## src/rtl/router_pkg.sv

```systemverilog
// Shared types and width helpers for the N-channel FIFO router.
package router_pkg;

  // Input-side policy when the target channel FIFO is full.
  typedef enum logic {
    MODE_BACKPRESSURE = 1'b0,
    MODE_DROP         = 1'b1
  } mode_e;

  // Ceiling log2 that never returns less than one bit.
  function automatic int unsigned clog2_min1(input int unsigned n);
    int unsigned r;
    r = $clog2(n);
    return (r == 0) ? 1 : r;
  endfunction

  // Width of the channel address field carried in the MSBs of each word.
  function automatic int unsigned addr_width(input int unsigned num_ch);
    return clog2_min1(num_ch);
  endfunction

  // Width of a fill level that must represent 0..depth inclusive.
  function automatic int unsigned lvl_width(input int unsigned depth);
    return $clog2(depth) + 1;
  endfunction

endpackage

```

## src/rtl/router_nch_if.sv

```systemverilog
// Input stream plus per-channel output streams and status of the router.
interface router_nch_if
  import router_pkg::*;
#(
  parameter int unsigned NUM_CH     = 4,
  parameter int unsigned FIFO_DEPTH = 4,
  parameter int unsigned PAYLOAD_W  = 8,
  parameter int unsigned CNT_W      = 16
);

  localparam int unsigned ADDR_W = addr_width(NUM_CH);
  localparam int unsigned LVL_W  = lvl_width(FIFO_DEPTH);

  logic                                valid_i;
  logic                                ready_o;
  logic [ADDR_W+PAYLOAD_W-1:0]         data_i;
  logic [NUM_CH-1:0]                   valid_o;
  logic [NUM_CH-1:0]                   ready_i;
  logic [NUM_CH-1:0][PAYLOAD_W-1:0]    data_o;
  logic [NUM_CH-1:0]                   full_o;
  logic [NUM_CH-1:0][LVL_W-1:0]        level_o;
  logic [CNT_W-1:0]                    drop_cnt_o;
  logic [CNT_W-1:0]                    err_cnt_o;

  // Producer and channel consumers.
  modport master (
    output valid_i, data_i, ready_i,
    input  ready_o, valid_o, data_o, full_o, level_o, drop_cnt_o, err_cnt_o
  );

  // The router itself.
  modport slave (
    input  valid_i, data_i, ready_i,
    output ready_o, valid_o, data_o, full_o, level_o, drop_cnt_o, err_cnt_o
  );

endinterface

```

## src/rtl/router_fifo.sv

```systemverilog
// First-word-fall-through FIFO with wrap-bit pointers; one per channel.
module router_fifo #(
  parameter int unsigned DEPTH = 4,
  parameter int unsigned W     = 8
) (
  input  logic                       clk_i,
  input  logic                       rst_i,
  input  logic                       push,
  input  logic                       pop,
  input  logic [W-1:0]               wdata,
  output logic                       full_c,
  output logic                       empty_c,
  output logic [$clog2(DEPTH):0]     level_c,
  output logic [W-1:0]               head_c
);

  localparam int unsigned AW = $clog2(DEPTH);

  logic [W-1:0] mem [DEPTH];
  logic [AW:0]  wr_ptr;
  logic [AW:0]  rd_ptr;
  logic         do_push;
  logic         do_pop;

  assign full_c  = (wr_ptr ^ rd_ptr) == {1'b1, {AW{1'b0}}};
  assign empty_c = (wr_ptr == rd_ptr);
  assign level_c = wr_ptr - rd_ptr;
  assign head_c  = mem[rd_ptr[AW-1:0]];

  // A full FIFO refuses a push even when it pops in the same cycle.
  assign do_push = push && !full_c;
  assign do_pop  = pop && !empty_c;

  // Pointer update; reset empties the FIFO without touching storage.
  always_ff @(posedge clk_i) begin
    if (rst_i) begin
      wr_ptr <= '0;
      rd_ptr <= '0;
    end else begin
      if (do_push) wr_ptr <= wr_ptr + (AW+1)'(1);
      if (do_pop)  rd_ptr <= rd_ptr + (AW+1)'(1);
    end
  end

  // Storage write, unreset.
  always_ff @(posedge clk_i) begin
    if (!rst_i && do_push) mem[wr_ptr[AW-1:0]] <= wdata;
  end

endmodule

```

## src/rtl/router_nch.sv

```systemverilog
// Steers one valid/ready stream to NUM_CH channel FIFOs by address MSBs.
module router_nch
  import router_pkg::*;
#(
  parameter int unsigned NUM_CH       = 4,
  parameter int unsigned FIFO_DEPTH   = 4,
  parameter int unsigned PAYLOAD_W    = 8,
  parameter int unsigned DROP_ON_FULL = 0,
  parameter int unsigned CNT_W        = 16
) (
  input  logic        clk_i,
  input  logic        rst_i,
  router_nch_if.slave bus
);

  localparam int unsigned ADDR_W = addr_width(NUM_CH);
  localparam int unsigned LVL_W  = lvl_width(FIFO_DEPTH);
  localparam int unsigned NSLOT  = 1 << ADDR_W;
  localparam mode_e       MODE   = (DROP_ON_FULL != 0) ? MODE_DROP : MODE_BACKPRESSURE;

  typedef struct packed {
    logic [ADDR_W-1:0]    addr;
    logic [PAYLOAD_W-1:0] payload;
  } word_t;

  word_t                          word;
  logic                           addr_ok;
  logic                           target_full;
  logic                           push_en;
  logic                           drop_ev;
  logic                           err_ev;
  logic [NUM_CH-1:0]              full;
  logic [NUM_CH-1:0]              empty;
  logic [NUM_CH-1:0]              push;
  logic [NUM_CH-1:0]              pop;
  logic [NSLOT-1:0]               full_slot;
  logic [NUM_CH-1:0][LVL_W-1:0]   level;
  logic [NUM_CH-1:0][PAYLOAD_W-1:0] head;
  logic [CNT_W-1:0]               drop_cnt;
  logic [CNT_W-1:0]               err_cnt;

  assign word = bus.data_i;

  // Decode: out-of-range addresses are accepted and discarded.
  assign addr_ok     = ({1'b0, word.addr} < (ADDR_W+1)'(NUM_CH));
  assign full_slot   = NSLOT'(full);
  assign target_full = full_slot[word.addr];

  // Ready never looks at the consumer side, only at the target full flag.
  assign bus.ready_o = (MODE == MODE_DROP) ? 1'b1 : (!addr_ok || !target_full);

  assign push_en = bus.valid_i && addr_ok && !target_full;
  assign drop_ev = (MODE == MODE_DROP) && bus.valid_i && addr_ok && target_full;
  assign err_ev  = bus.valid_i && !addr_ok;

  // One FIFO per channel, each popped independently by its consumer.
  for (genvar c = 0; c < NUM_CH; c++) begin : g_ch
    assign push[c] = push_en && (word.addr == ADDR_W'(c));
    assign pop[c]  = !empty[c] && bus.ready_i[c];

    router_fifo #(
      .DEPTH (FIFO_DEPTH),
      .W     (PAYLOAD_W)
    ) u_fifo (
      .clk_i   (clk_i),
      .rst_i   (rst_i),
      .push    (push[c]),
      .pop     (pop[c]),
      .wdata   (word.payload),
      .full_c  (full[c]),
      .empty_c (empty[c]),
      .level_c (level[c]),
      .head_c  (head[c])
    );
  end

  // Saturating drop and error counters.
  always_ff @(posedge clk_i) begin
    if (rst_i) begin
      drop_cnt <= '0;
      err_cnt  <= '0;
    end else begin
      if (drop_ev && (drop_cnt != '1)) drop_cnt <= drop_cnt + CNT_W'(1);
      if (err_ev && (err_cnt != '1))   err_cnt  <= err_cnt + CNT_W'(1);
    end
  end

  assign bus.valid_o    = ~empty;
  assign bus.data_o     = head;
  assign bus.full_o     = full;
  assign bus.level_o    = level;
  assign bus.drop_cnt_o = drop_cnt;
  assign bus.err_cnt_o  = err_cnt;

endmodule

```

## src/flat_wrapper.sv

```systemverilog
// flat-port wrapper written by rule: the top's interface ports become plain ports
module router_nch_flat import router_pkg::*;
#(
  parameter int unsigned NUM_CH       = 4,
  parameter int unsigned FIFO_DEPTH   = 4,
  parameter int unsigned PAYLOAD_W    = 8,
  parameter int unsigned DROP_ON_FULL = 0,
  parameter int unsigned CNT_W        = 16
)
  (clk_i, rst_i, bus_valid_i, bus_data_i, bus_ready_i, bus_ready_o, bus_valid_o, bus_data_o, bus_full_o, bus_level_o, bus_drop_cnt_o, bus_err_cnt_o);
  router_nch_if #(.NUM_CH(NUM_CH), .FIFO_DEPTH(FIFO_DEPTH), .PAYLOAD_W(PAYLOAD_W), .CNT_W(CNT_W)) bus_i ();
  input  logic clk_i;
  input  logic rst_i;
  input wire logic [$bits(bus_i.valid_i)-1:0] bus_valid_i;
  input wire logic [$bits(bus_i.data_i)-1:0] bus_data_i;
  input wire logic [$bits(bus_i.ready_i)-1:0] bus_ready_i;
  output wire logic [$bits(bus_i.ready_o)-1:0] bus_ready_o;
  output wire logic [$bits(bus_i.valid_o)-1:0] bus_valid_o;
  output wire logic [$bits(bus_i.data_o)-1:0] bus_data_o;
  output wire logic [$bits(bus_i.full_o)-1:0] bus_full_o;
  output wire logic [$bits(bus_i.level_o)-1:0] bus_level_o;
  output wire logic [$bits(bus_i.drop_cnt_o)-1:0] bus_drop_cnt_o;
  output wire logic [$bits(bus_i.err_cnt_o)-1:0] bus_err_cnt_o;
  assign bus_i.valid_i = bus_valid_i;
  assign bus_i.data_i = bus_data_i;
  assign bus_i.ready_i = bus_ready_i;
  assign bus_ready_o = bus_i.ready_o;
  assign bus_valid_o = bus_i.valid_o;
  assign bus_data_o = bus_i.data_o;
  assign bus_full_o = bus_i.full_o;
  assign bus_level_o = bus_i.level_o;
  assign bus_drop_cnt_o = bus_i.drop_cnt_o;
  assign bus_err_cnt_o = bus_i.err_cnt_o;
  router_nch #(.NUM_CH(NUM_CH), .FIFO_DEPTH(FIFO_DEPTH), .PAYLOAD_W(PAYLOAD_W), .DROP_ON_FULL(DROP_ON_FULL), .CNT_W(CNT_W)) u_core (.clk_i(clk_i), .rst_i(rst_i), .bus(bus_i));
endmodule
```

## config.mk

```make
export PLATFORM = sky130hd
export DESIGN_NAME = router_nch_flat
export DESIGN_NICKNAME = d
export VERILOG_FILES = /design/src/rtl/router_pkg.sv /design/src/rtl/router_nch_if.sv /design/src/rtl/router_fifo.sv /design/src/rtl/router_nch.sv /design/src/flat_wrapper.sv
export SDC_FILE = /design/constraint.sdc
export NUM_CORES = 1
export LEC_CHECK = 0
export ABC_AREA = 1
export BUFFER_PORTS_ARGS = -buffer_cell sky130_fd_sc_hd__buf_2
export CAP_MARGIN = 10
export CORE_MARGIN = 2
export CORE_UTILIZATION = 55
export CTS_CLUSTER_DIAMETER = 120
export DETAILED_ROUTE_END_ITERATION = 8
export PLACE_DENSITY = 0.77
export SLEW_MARGIN = 20
export SYNTH_ARGS = -nofsm -noshare
export SYNTH_HDL_FRONTEND = slang
export SYNTH_SLANG_ARGS = --single-unit
```

## constraint.sdc

```tcl
create_clock -name clk_i -period 6.5 [get_ports clk_i]
set_input_delay 1.3 -clock clk_i [delete_from_list [all_inputs] [get_ports clk_i]]
set_output_delay 1.3 -clock clk_i [all_outputs]
set_load 0.02 [all_outputs]
```

**Word-level counts from Yosys, hierarchy flattened**

Memory sizes are Yosys's and may differ from the RTL's. A register that Yosys moved wholly into a read port is not among the register bits.
Cells that the tools add are included.

- Bits in registers: 24
- Bits in writable memories: 128
- Bits of input ports: 17
- Output and inout bits: 85
- Logic and storage cells: 91
- Memories kept: 4

Memories:

| name | words | width | read ports | clocked after memory_dff | wr ports | RTL line | text |
|---|---|---|---|---|---|---|---|
| u_core.g_ch[0].u_fifo.mem | 4 | 8 | 1 | 1 | 1 | router_fifo.sv:19 | `logic [W-1:0] mem [DEPTH];` |
| u_core.g_ch[1].u_fifo.mem | 4 | 8 | 1 | 1 | 1 | router_fifo.sv:19 |  |
| u_core.g_ch[2].u_fifo.mem | 4 | 8 | 1 | 1 | 1 | router_fifo.sv:19 |  |
| u_core.g_ch[3].u_fifo.mem | 4 | 8 | 1 | 1 | 1 | router_fifo.sv:19 |  |

- Add/sub/neg operators: 12
- Magnitude comparators: 1
- Equal/unequal tests: 11
- Muxes and demuxes: 18
- Bitwise logic cells: 5
- Reductions and logical operators: 32

Operator list:

| kind | count |
|---|---|
| 3-bit by 1-bit adder with 3-bit output, second input constant | 8 |
| 1-bit logical AND | 21 |
| 2-bit 2-to-1 mux | 8 |
| 3-bit equality test | 4 |
| 3-bit equality test, second input constant | 4 |
| 3-bit subtractor | 4 |
| 3-bit bitwise XOR | 4 |
| 1-bit logical NOT | 10 |
| 1-bit 2-to-1 mux | 9 |
| 2-bit equality test, second input constant | 2 |
| 4-bit inverter | 1 |
| 2-bit by 3-bit less-than comparator with 1-bit output, second input constant | 1 |
| 1-bit binary-select mux with 2-bit select | 1 |
| 2-bit by 1-bit equality test with 1-bit output, second input constant | 1 |
| 2-bit logical NOT | 1 |

**Longest topological paths before layout**

Gate-level depths: netlist of run 1.

- Word-level depth: 11
- Mapped depth: 11
- Mapped depth without buffers: 11

**By module**

From an unflattened synthesis of run 1, not the netlist that was laid out.

- Cell total of the unflattened synthesis: 670
- Area total of the unflattened synthesis: 7302.0 µm²

Modules (own cells, without submodules):

| module | times used | cells each | area an instance (µm²) | seq. area each (µm²) |
|---|---|---|---|---|
| router_fifo | 4 | 151 | 1727.9 | 1121.1 |
| router_nch | 1 | 66 | 390.4 | 0.0 |

**Worst setup path after synthesis of run 1**

Ideal clock, no wire load.

- Kind: in2out
- Start: input port bus_data_i[9]
- End: output port bus_ready_o
- Data arrival time: 1.893 ns
- Slack: 3.307 ns
- Stages on the path: 6
- Buffers on the path: 1
- Cell sequence: nand2_1 -> inv_2 -> nand3_1 -> nand2_2 -> nor2_8 -> buf_12

- Longest elaborated chain between the ends: 3

RTL lines:

| what | RTL line | text |
|---|---|---|
| start: declaration | flat_wrapper.sv:15 | `input wire logic [$bits(bus_i.data_i)-1:0] bus_data_i;` |
| 1-bit binary-select mux with 2-bit select | router_nch.sv:47 | `assign target_full = full_slot[word.addr];` |
| 1-bit 2-to-1 mux (not written as such) | router_nch.sv:47 |  |
| 1-bit logical NOT | router_nch.sv:50 | `assign bus.ready_o = (MODE == MODE_DROP) ? 1'b1 : (!addr_ok \|\| !target_full);` |
| end: declaration | flat_wrapper.sv:17 | `output wire logic [$bits(bus_i.ready_o)-1:0] bus_ready_o;` |

Every way passes these cells. The select of a mux whose other input is x is not followed.

**Worst setup path after layout of run 1**

Ends and elaborated chain as after synthesis.

==> results of run 1 <==
## layout by cell type (no fill, tap or decap)
cell        synthesis  routed
a21oi_1            19      19
buf_2               1      69
clkbuf_1            9       5
clkbuf_16           0      19
clkbuf_8            0       4
clkinv_2            0       3
clkinvlp_4          0       1
conb_1              1      32
dfxtp_1            32      32
edfxtp_1          128     128
fa_1                4       4
ha_1               28      28
inv_1              66      66
inv_2               5       5
nand2_1            39      39
nand2_2             4       4
nand3_1             4       4
nand3_2             4       4
nand3b_1            1       1
nand4_1             8       8
nand4_2             1       1
nand4_4             2       2
nor2_1             94      94
nor2_2              1       1
nor2_4              2       2
nor2_8              1       1
nor3_1              4       4
nor3b_1             4       4
o21ai_0            76      76
o22ai_1            32      32
xor2_1              8       8
## final cells by class
cell class / instances / share of cell area [%]
well taps: 172 / 2.70
clock buffers: 28 / 6.89
multi-input cells: 368 / 26.2
inverters: 71 / 3.34
flip-flops and latches: 160 / 56.2
repair buffers: 69 / 4.33
clock inverters: 4 / 0.282
## per-stage QoR
step	util [%]	hold WS (ns)	instance area (µm²)
floorplan	-	0.474	7180
global placement	58.9	0.495	7400
detailed placement	58.9	0.501	7400
CTS	63.5	0.512	7980
global route	63.5	0.545	7980
finish	63.5	0.508	7980
## Yosys cell counts (5+ instances only)
| master | number |
|---|---|
| nand4_1 | 8 |
| a21oi_1 | 19 |
| inv_2 | 5 |
| nor2_1 | 94 |
| edfxtp_1 | 128 |
| ha_1 | 28 |
| inv_1 | 66 |
| clkbuf_1 | 9 |
| buf_4 | 37 |
| dfxtp_1 | 32 |
| nand2_1 | 39 |
| xor2_1 | 8 |
| o21ai_0 | 76 |
| o22ai_1 | 32 |
## kinds of logic after synthesis
kind of cell / after synthesis / share of synthesized area [%]
AO/OA/AOI/OAI: 127 / 9.57
XOR/XNOR: 8 / 0.992
adder cells (fa/ha/maj): 32 / 6.09
buffers and inverters: 119 / 8.54
flip-flops: 160 / 63.5
other: 1 / 0.0531
AND/OR/NAND/NOR: 169 / 11.3
## path summary, 6_finish.rpt
kind              cells past startpoint                                            to                                          from  slack, ns
setup reg to reg                      8     u_core.g_ch[1].u_fifo.mem[3][1]$_DFFE_PP_  u_core.g_ch[2].u_fifo.wr_ptr[0]$_SDFFE_PP0P_       3.83
hold reg to reg                       2  u_core.g_ch[1].u_fifo.wr_ptr[2]$_SDFFE_PP0P_  u_core.g_ch[1].u_fifo.wr_ptr[2]$_SDFFE_PP0P_       0.51
setup / recovery                      7                                   bus_ready_o                                 bus_data_i[9]       2.93
hold / removal                        2  u_core.g_ch[1].u_fifo.wr_ptr[2]$_SDFFE_PP0P_  u_core.g_ch[1].u_fifo.wr_ptr[2]$_SDFFE_PP0P_       0.51
## worst max-delay path, stage by stage
cell and delay (ns):
buf_2 0.14, nand2_1 0.09, inv_2 0.07, nand3_1 0.10, nand2_2 0.09, nor2_8 0.24
buf_2 0.23
## power breakdown
part | switching [mW] | internal [mW]
clock | 0.370 | 0.574
combinational | 0.349 | 0.149
sequential | 0.0433 | 1.13
## sequential cells by signal (all words and copies together), names as in the netlist, named ones only
| register | flops |
|---|---|
| u_core.g_ch.u_fifo.mem | 128 |
| u_core.g_ch.u_fifo.rd_ptr | 12 |
| u_core.g_ch.u_fifo.wr_ptr | 12 |
## metal layers
layer  share of wire, %  track usage, %  routed length [µm]  vias up
met1                 43            28.9                6170     2184
li1                   -               -                   -     2204
met2                 48            34.5                6930      196
met5                  0               0                   0        -
met4                1.8            7.00                 260        0
met3                6.8            5.20                 975       26
==> run_results.csv, run 1 <==
group,metric,value,unit
die,die-width,117,µm
die,row_count,41,
timing,final-setup-viol-count,0,
cts,clk_root_buffer_cell,"clkbuf_16",
cts,cts_tree,"yes",
synthesis,ys_types,29,
detailed_routing,ant_nets,0,
cts,htreeDepth,4,
synthesis,synth.top_cell.area_share,54.4,%
timing,max_freq,280,MHz
cts,post_cts_buffers,0,
synthesis,yosys.area.top_type,"edfxtp_1",
global_route,grt_usage,21.4,%
die,core-area,12600,µm²
cells_and_area,area_growth,12.9,%
global_route,grt_antenna_before_repair,0,
timing,post-route-period-util,55.0,%
die,ioPinCount,102,
setup_path,endpoint_kind,"output pin",
timing,relSlewSlack,49.7,%
synthesis,syn_avg_cell_area,11.5,µm²
timing,fin_ws,2.93,ns
synthesis,synthCells,616,
setup_path,worstSetupStartpointType,"input port",
global_route,grt_max_degree,18,
die,die-area,13800,µm²
pwr,p_per_area,328,nW/µm²
global_route,grt_pass1_wl,22.7,mm
die,start_util,56.2,%
run_status,status,"finished, final reports clean",
setup_path,cp_max_fo,16,
cells_and_area,antenna_cells,0,
cells_and_area,fin_nets,736,
setup_path,cp.arrival,2.27,ns
pwr,finalPower,2.62,mW
synthesis,synth_seq_cells,160,
detailed_routing,drt_wl_total,14.3,mm
placement,dp.cells,840,
synthesis,synth-seq-area-share,63.5,%
cts,cts_max_path_buffers,2,
cells_and_area,drive_gt1_share,16.6,%
timing,fin_tns_setup,0,ns
run,maxCapViolations,0,
synthesis,yosysWarnings,0,
timing,rsz0062_at_grt,"false",
setup_path,cp.required,5.20,ns
setup_path,path_class,"input port to output pin",
timing,maxSlewViolCount,0,
cells_and_area,fin_cells,872,
global_route,grt_overflow,0,
cells_and_area,seq_area,4480,µm²
die,die_y,117,µm
cts,clkTransAtPathRegs,0.06,ns
detailed_routing,drt_iter0_drc,620,
cts,cts_hold_buf,0,
synthesis,synth-main-ff-cell,"edfxtp_1",
detailed_routing,route.detailed.wl_per_inst,16.4,µm
placement,gp_congestion,0.826,
timing,fin_skew,0.00580,ns
cts,numCtsBuffers,17,
pwr,power.leakage,3.15,nW
placement,port_buffers,69,
detailed_routing,drt_pass1_iterations,5,
cells_and_area,multi_input_area,2090,µm²
cts,clock-sinks,160,
cells_and_area,fill_cells,961,
timing,hold_violations,0,
synthesis,synth.cell_area,7060,µm²
placement,dp_slack,2.92,ns
cts,clock_latency,0.42,ns
detailed_routing,avgViaCountPerCell,5.29,
detailed_routing,vias,4610,
placement,dp_hpwl,9.60,mm
synthesis,synth_edf_count,128,
timing,fin_crit,3.57,ns
global_route,grt_pass1_vias,4326,
pwr,vdd_drop_max,0.155,mV
synthesis,synth_area_leaders,"edfxtp_1 54%, dfxtp_1 9.1%, o21ai_0 5.4%",
timing,tightest_slew,0.751,ns
cts,post_cts_resized,0,
hold_path,hold_path.class,"flip-flop to flip-flop",
synthesis,synth-async-reset-ratio,0,%
detailed_routing,drc,0,
(Power assumes the default switching activity.)
==> run 2: changes to the inputs <==
==> constraint.sdc (replaced) <==
create_clock -name clk_i -period 3.3 [get_ports clk_i]
set_input_delay 0.66 -clock clk_i [delete_from_list [all_inputs] [get_ports clk_i]]
set_output_delay 0.66 -clock clk_i [all_outputs]
set_load 0.02 [all_outputs]
==> run_results.csv, run 2 (synthesized netlist as in run 1, its figures left out) <==
group,metric,value,unit
cells_and_area,final_common_cell,"edfxtp_1",
detailed_routing,drt_pass1_iterations,5,
timing,rsz0062_at_grt,"false",
pwr,vdd_drop_max,0.286,mV
timing,fin_skew,0.00505,ns
timing,fin_tns_setup,0,ns
detailed_routing,route.detailed.wl_per_inst,16.8,µm
global_route,grt_max_degree,18,
cells_and_area,drive_gt1_share,17.3,%
hold_path,min-delay-start,"u_core.g_ch[0].u_fifo.wr_ptr[0]$_SDFFE_PP0P_",
detailed_routing,drc,0,
hold_path,hold_path.class,"flip-flop to flip-flop",
placement,port_buffers,69,
setup_path,path_class,"flip-flop to output pin",
setup_path,r2r_cells,8,
timing,fin_crit,2.76,ns
die,core-area,12600,µm²
die,ioPinCount,102,
global_route,grt_pass1_wl,23.7,mm
cts,post_cts_resized,0,
placement,gp_congestion,0.861,
setup_path,r2r-start,"u_core.g_ch[2].u_fifo.wr_ptr[0]$_SDFFE_PP0P_",
run_status,status,"finished, final reports clean",
timing,whs,0.512,ns
setup_path,worstReg2RegEnd,"u_core.g_ch[1].u_fifo.mem[3][7]$_DFFE_PP_",
placement,dp_hpwl,9.83,mm
run,maxCapViolations,0,
cts,cts_max_path_buffers,2,
pwr,p_per_area,658,nW/µm²
setup_path,endpoint_kind,"output pin",
timing,max_freq,363,MHz
hold_path,min_to,"u_core.g_ch[0].u_fifo.wr_ptr[0]$_SDFFE_PP0P_",
pwr,finalPower,5.28,mW
detailed_routing,vias,4678,
cells_and_area,largest_reg_flops,128,
cells_and_area,final_cell_mix,"128 x edfxtp_1, 94 x nor2_1, 76 x o21ai_0",
cts,clock_latency,0.42,ns
timing,final-setup-viol-count,0,
hold_path,worstHoldPathCells,2,
global_route,grt_overflow,0,
die,start_util,56.2,%
setup_path,cp_max_fo,16,
cts,numCtsBuffers,17,
pwr,power.leakage,3.17,nW
timing,tightest_slew,0.749,ns
cts,clkTransAtPathRegs,0.06,ns
cts,cts_tree,"yes",
cells_and_area,area_growth,13.6,%
timing,relSlewSlack,49.9,%
cts,clock-sinks,160,
cells_and_area,fin_nets,737,
die,die_y,117,µm
die,die-area,13800,µm²
setup_path,cp.arrival,2.10,ns
global_route,grt_usage,22.3,%
detailed_routing,avgViaCountPerCell,5.36,
setup_path,ff2ff_setup_slack,0.60,ns
timing,maxSlewViolCount,0,
timing,hold_violations,0,
cts,cts_hold_buf,0,
cells_and_area,antenna_cells,0,
die,row_count,41,
detailed_routing,drt_iter0_drc,566,
die,die-width,117,µm
detailed_routing,drt_wl_total,14.7,mm
detailed_routing,ant_nets,0,
cts,clk_root_buffer_cell,"clkbuf_16",
setup_path,worstSetupStartpointType,"flip-flop",
global_route,grt_pass1_vias,4620,
timing,post-route-period-util,83.6,%
setup_path,startpoint,"u_core.g_ch[2].u_fifo.wr_ptr[0]$_SDFFE_PP0P_",
global_route,grt_antenna_before_repair,0,
setup_path,cp.required,2.64,ns
cts,post_cts_buffers,0,
cts,htreeDepth,4,
run 2: cell count changes in the layout (fill, tap and decap cells not counted), moves of 2 or more:
cell	previous run	this run
clkbuf_1	5	1
clkinv_4	0	4
bufinv_16	0	2
clkbuf_8	4	2
run 2: routing by layer:
metal,vias up,routed length (µm),GRT usage (%)
met2,230,6940,35.3
met1,2202,6240,29.4
met5,-,0,0
met4,0,422,10.4
met3,38,1060,5.40
li1,2208,-,-
run 2: how the worst max path moves through the flow:
stage,endpoint,slack [ns],cells after the start
detailed placement,u_core.g_ch[1].u_fifo.mem[3][1]$_DFFE_PP_,0.59,9
finish,bus_ready_o,0.54,7
floorplan,u_core.g_ch[2].u_fifo.mem[0][0]$_DFFE_PP_,1.10,10
CTS,bus_ready_o,0.53,8
global route,u_core.g_ch[1].u_fifo.mem[3][7]$_DFFE_PP_,0.39,9
global placement,u_core.g_ch[1].u_fifo.mem[3][4]$_DFFE_PP_,0.70,8
run 2: report_power, final:
part | internal (mW) | switching [mW] | total [mW]
Clock | 1.20 | 0.773 | 1.98
Sequential | 2.23 | 0.0852 | 2.32
Combinational | 0.295 | 0.688 | 0.983
run 2: final cells by class:
class	count	area, µm²
Multi-Input combinational cell	368	2090
Timing Repair Buffer	70	353
Clock inverter	11	129
Sequential cell	160	4480
Clock buffer	21	482
Fill cell	931	4550
Inverter	71	267
Tap cell	172	215
run 2: per-stage QoR:
stage               cell area (µm²)  utilization (%)  setup WS [ns]  instances
detailed placement             7410             59.0          0.594        841
finish                         8020             63.8          0.542        873
floorplan                      7180                -           1.10        647
global route                   8020             63.8          0.394        873
CTS                            8020             63.8          0.527        873
global placement               7410             59.0          0.703        841
run 2: critical path, cell delays in order (launching register included):
cell	delay, ns
dfxtp_1	0.38
inv_1	0.13
ha_1	0.37
nand2_1	0.10
nand3b_1	0.12
nand2_2	0.09
nor2_8	0.26
buf_2	0.23
==> run 3: changes to the inputs <==
--- a/config.mk
+++ b/config.mk
@@ -5,7 +5,7 @@
 export SDC_FILE = /design/constraint.sdc
 export NUM_CORES = 1
 export LEC_CHECK = 0
-export ABC_AREA = 1
+export ABC_AREA = 0
 export BUFFER_PORTS_ARGS = -buffer_cell sky130_fd_sc_hd__buf_2
 export CAP_MARGIN = 10
 export CORE_MARGIN = 2
==> constraint.sdc (replaced) <==
create_clock -name clk_i -period 2.8 [get_ports clk_i]
set_input_delay 0.56 -clock clk_i [delete_from_list [all_inputs] [get_ports clk_i]]
set_output_delay 0.56 -clock clk_i [all_outputs]
set_load 0.02 [all_outputs]
==> run_results.csv, run 3 <==
group,metric,value,unit
setup_path,crit_family,"multiplexers",
hold_path,min-delay-start,"bus_ready_i[3]",
timing,fin_crit,2.63,ns
hold_path,worstHoldPathCells,3,
synthesis,yosys.area.top_type,"edfxtp_1",
cts,cts_hold_buf,0,
timing,fin_ws,0.168,ns
run,maxCapViolations,0,
cts,cts_tree,"yes",
synthesis,synthCells,438,
pwr,p_sw,1.51,mW
setup_path,worstReg2RegEnd,"u_core.g_ch[1].u_fifo.mem[1][5]$_DFFE_PP_",
setup_path,ff2ff_setup_slack,0.52,ns
die,die_y,117,µm
placement,dp_hpwl,8.43,mm
hold_path,min_to,"u_core.g_ch[3].u_fifo.rd_ptr[1]$_SDFFE_PP0P_",
cts,htreeDepth,4,
timing,tightest_slew,0.730,ns
detailed_routing,vias,3751,
setup_path,r2r-start,"u_core.g_ch[1].u_fifo.wr_ptr[0]$_SDFFE_PP0P_",
hold_path,hold_path.class,"input port to flip-flop",
setup_path,path_class,"flip-flop to output pin",
global_route,grt_overflow,0,
pwr,vdd_drop_max,0.418,mV
setup_path,endpoint_kind,"output pin",
setup_path,critical_path.slowest_cell,"mux4_2",
detailed_routing,drt_wl_total,12.6,mm
cells_and_area,antenna_cells,0,
pwr,power.leakage,3.05,nW
cells_and_area,final_cell_mix,"128 x edfxtp_1, 69 x buf_2, 33 x mux4_2",
placement,dp.cells,661,
synthesis,synth-main-ff-cell,"edfxtp_1",
die,core-area,12600,µm²
setup_path,worstSetupStartpointType,"flip-flop",
synthesis,synth-async-reset-ratio,0,%
global_route,grt_max_degree,42,
timing,hold_violations,0,
cts,numCtsBuffers,17,
timing,final-setup-viol-count,0,
synthesis,synth_edf_count,128,
detailed_routing,drt_pass1_iterations,5,
placement,port_buffers,69,
synthesis,yosysWarnings,0,
timing,max_freq,380,MHz
cells_and_area,final_util,63.4,%
cts,post_cts_buffers,0,
pwr,p_clk_share,36.1,%
timing,post-route-period-util,94.0,%
detailed_routing,drt_iter0_drc,260,
die,die-width,117,µm
detailed_routing,ant_nets,0,
timing,whs,0.491,ns
cts,clock-sinks,160,
cts,clock_latency,0.42,ns
synthesis,synth.top_cell.area_share,54.3,%
timing,maxSlewViolCount,0,
setup_path,r2r_cells,4,
synthesis,ys_types,41,
timing,relSlewSlack,51.3,%
pwr,p_per_area,729,nW/µm²
synthesis,synth.cell_area,7070,µm²
timing,rsz0062_at_grt,"false",
run_status,status,"finished, final reports clean",
placement,gp_congestion,0.827,
timing,fin_tns_setup,0,ns
setup_path,cp_cell_sequence,"inv_1, ha_1, nand3_1, mux4_2, buf_2",
cells_and_area,fill_cells,891,
cells_and_area,drive_gt1_share,28.7,%
global_route,grt_antenna_before_repair,0,
cells_and_area,largest_reg_flops,128,
synthesis,synth-seq-area-share,63.4,%
timing,fin_skew,0.0150,ns
detailed_routing,route.detailed.wl_per_inst,18.3,µm
global_route,grt_pass1_vias,3790,
placement,dp_slack,0.477,ns
synthesis,synth_seq_cells,160,
cts,clk_root_buffer_cell,"clkbuf_16",
synthesis,syn_avg_cell_area,16.2,µm²
pwr,comb_power_share,16.7,%
setup_path,cp.required,2.24,ns
die,row_count,41,
synthesis,yosysMostFrequentCell,"edfxtp_1",
global_route,grt_pass1_wl,20.0,mm
synthesis,synth_common_cells,"128 x edfxtp_1, 36 x buf_4, 33 x mux4_2",
die,start_util,56.3,%
setup_path,cp.arrival,2.07,ns
pwr,switching_share,25.9,%
cells_and_area,final_common_cell,"edfxtp_1",
cells_and_area,fin_nets,557,
pwr,seqPwrFrac,47.1,%
synthesis,synth_area_leaders,"edfxtp_1 54%, mux4_2 11%, dfxtp_1 9.1%",
cts,post_cts_resized,0,
cts,cts_max_path_buffers,2,
die,die-area,13800,µm²
detailed_routing,avgViaCountPerCell,5.43,
cells_and_area,area_growth,12.6,%
pwr,internal_power,4.30,mW
global_route,grt_usage,19.1,%
setup_path,critical_path_buf_inv_count,2,
die,ioPinCount,102,
setup_path,cp_max_fo,6,
cells_and_area,fin_cells,691,
setup_path,slowest_delay,0.48,ns
cts,clkTransAtPathRegs,0.06,ns
detailed_routing,drc,0,
## run 3: changes by cell type after synthesis, moves of 28 or more
| cell | before | now |
|---|---|---|
| inv_1 | 66 | 30 |
| mux4_2 | 0 | 33 |
| nand2_1 | 39 | 11 |
| nor2_1 | 94 | 16 |
| o21ai_0 | 76 | 5 |
| o22ai_1 | 32 | 0 |
## run 3: how the worst max path moves through the flow
stage | start | end | slack (ns) | cells after the start
after floorplan | u_core.g_ch[2].u_fifo.wr_ptr[0]$_SDFFE_PP0P_ | bus_level_o[8] | 0.75 | 4
after global placement | u_core.g_ch[1].u_fifo.wr_ptr[0]$_SDFFE_PP0P_ | u_core.g_ch[1].u_fifo.mem[1][6]$_DFFE_PP_ | 0.64 | 4
after detailed placement | u_core.g_ch[1].u_fifo.wr_ptr[0]$_SDFFE_PP0P_ | u_core.g_ch[1].u_fifo.mem[1][2]$_DFFE_PP_ | 0.48 | 4
after CTS | u_core.g_ch[2].u_fifo.wr_ptr[0]$_SDFFE_PP0P_ | bus_ready_o | 0.16 | 5
after global routing | u_core.g_ch[2].u_fifo.wr_ptr[0]$_SDFFE_PP0P_ | bus_ready_o | 0.05 | 5
final | u_core.g_ch[2].u_fifo.wr_ptr[0]$_SDFFE_PP0P_ | bus_ready_o | 0.17 | 5
## run 3: final cells by class
class | instances | area [µm²] | share of cell area, %
Sequential cell | 160 | 4480 | 56.3
Tap cell | 172 | 215 | 2.70
Inverter | 30 | 113 | 1.41
Clock inverter | 10 | 96.3 | 1.21
Multi-Input combinational cell | 229 | 2260 | 28.4
Timing Repair Buffer | 70 | 353 | 4.43
Clock buffer | 20 | 437 | 5.48
## run 3: per-layer routing
metal / part of all wire, % / wire (µm) / up-vias / global-route usage, %
li1: - / - / 1727 / -
met1: 43 / 5390 / 1871 / 24.7
met4: 2.8 / 358 / 0 / 8.89
met2: 48 / 6110 / 131 / 30.5
met3: 6.1 / 765 / 22 / 5.16
met5: 0 / 0 / - / 0
## run 3: per-stage QoR
step	cell area, µm²	power, mW
after floorplan	7190	3.50
after global placement	7430	3.74
after detailed placement	7430	3.76
after CTS	7960	5.85
after global routing	7960	6.04
final	7960	5.80
## run 3: worst min-delay path: cells and delay by family
kind | cells | cell delay (ns)
compound gates | 2 | 0.20
buf+inv | 1 | 0.11
## run 3: cell families (layout without fill, tap and decap cells)
logic type	after synthesis	count (layout)	synth area share (%)
flip-flops	160	160	63.4
buffers and inverters	80	130	6.24
AND/OR/NAND/NOR	68	68	5.38
multiplexers	52	52	13.5
AO/OA/AOI/OAI	34	34	3.75
adder cells (fa/ha/maj)	32	32	6.08
XOR/XNOR	11	11	1.57
other	1	32	0.0530
## run 3: power groups by stage
stage	sequential [mW]	combinational, mW	clock, mW
finish	2.74	0.972	2.10
global route	2.75	1.04	2.24
CTS	2.74	0.976	2.13
detailed placement	2.79	0.969	0
global placement	2.78	0.959	0
floorplan	2.71	0.795	0
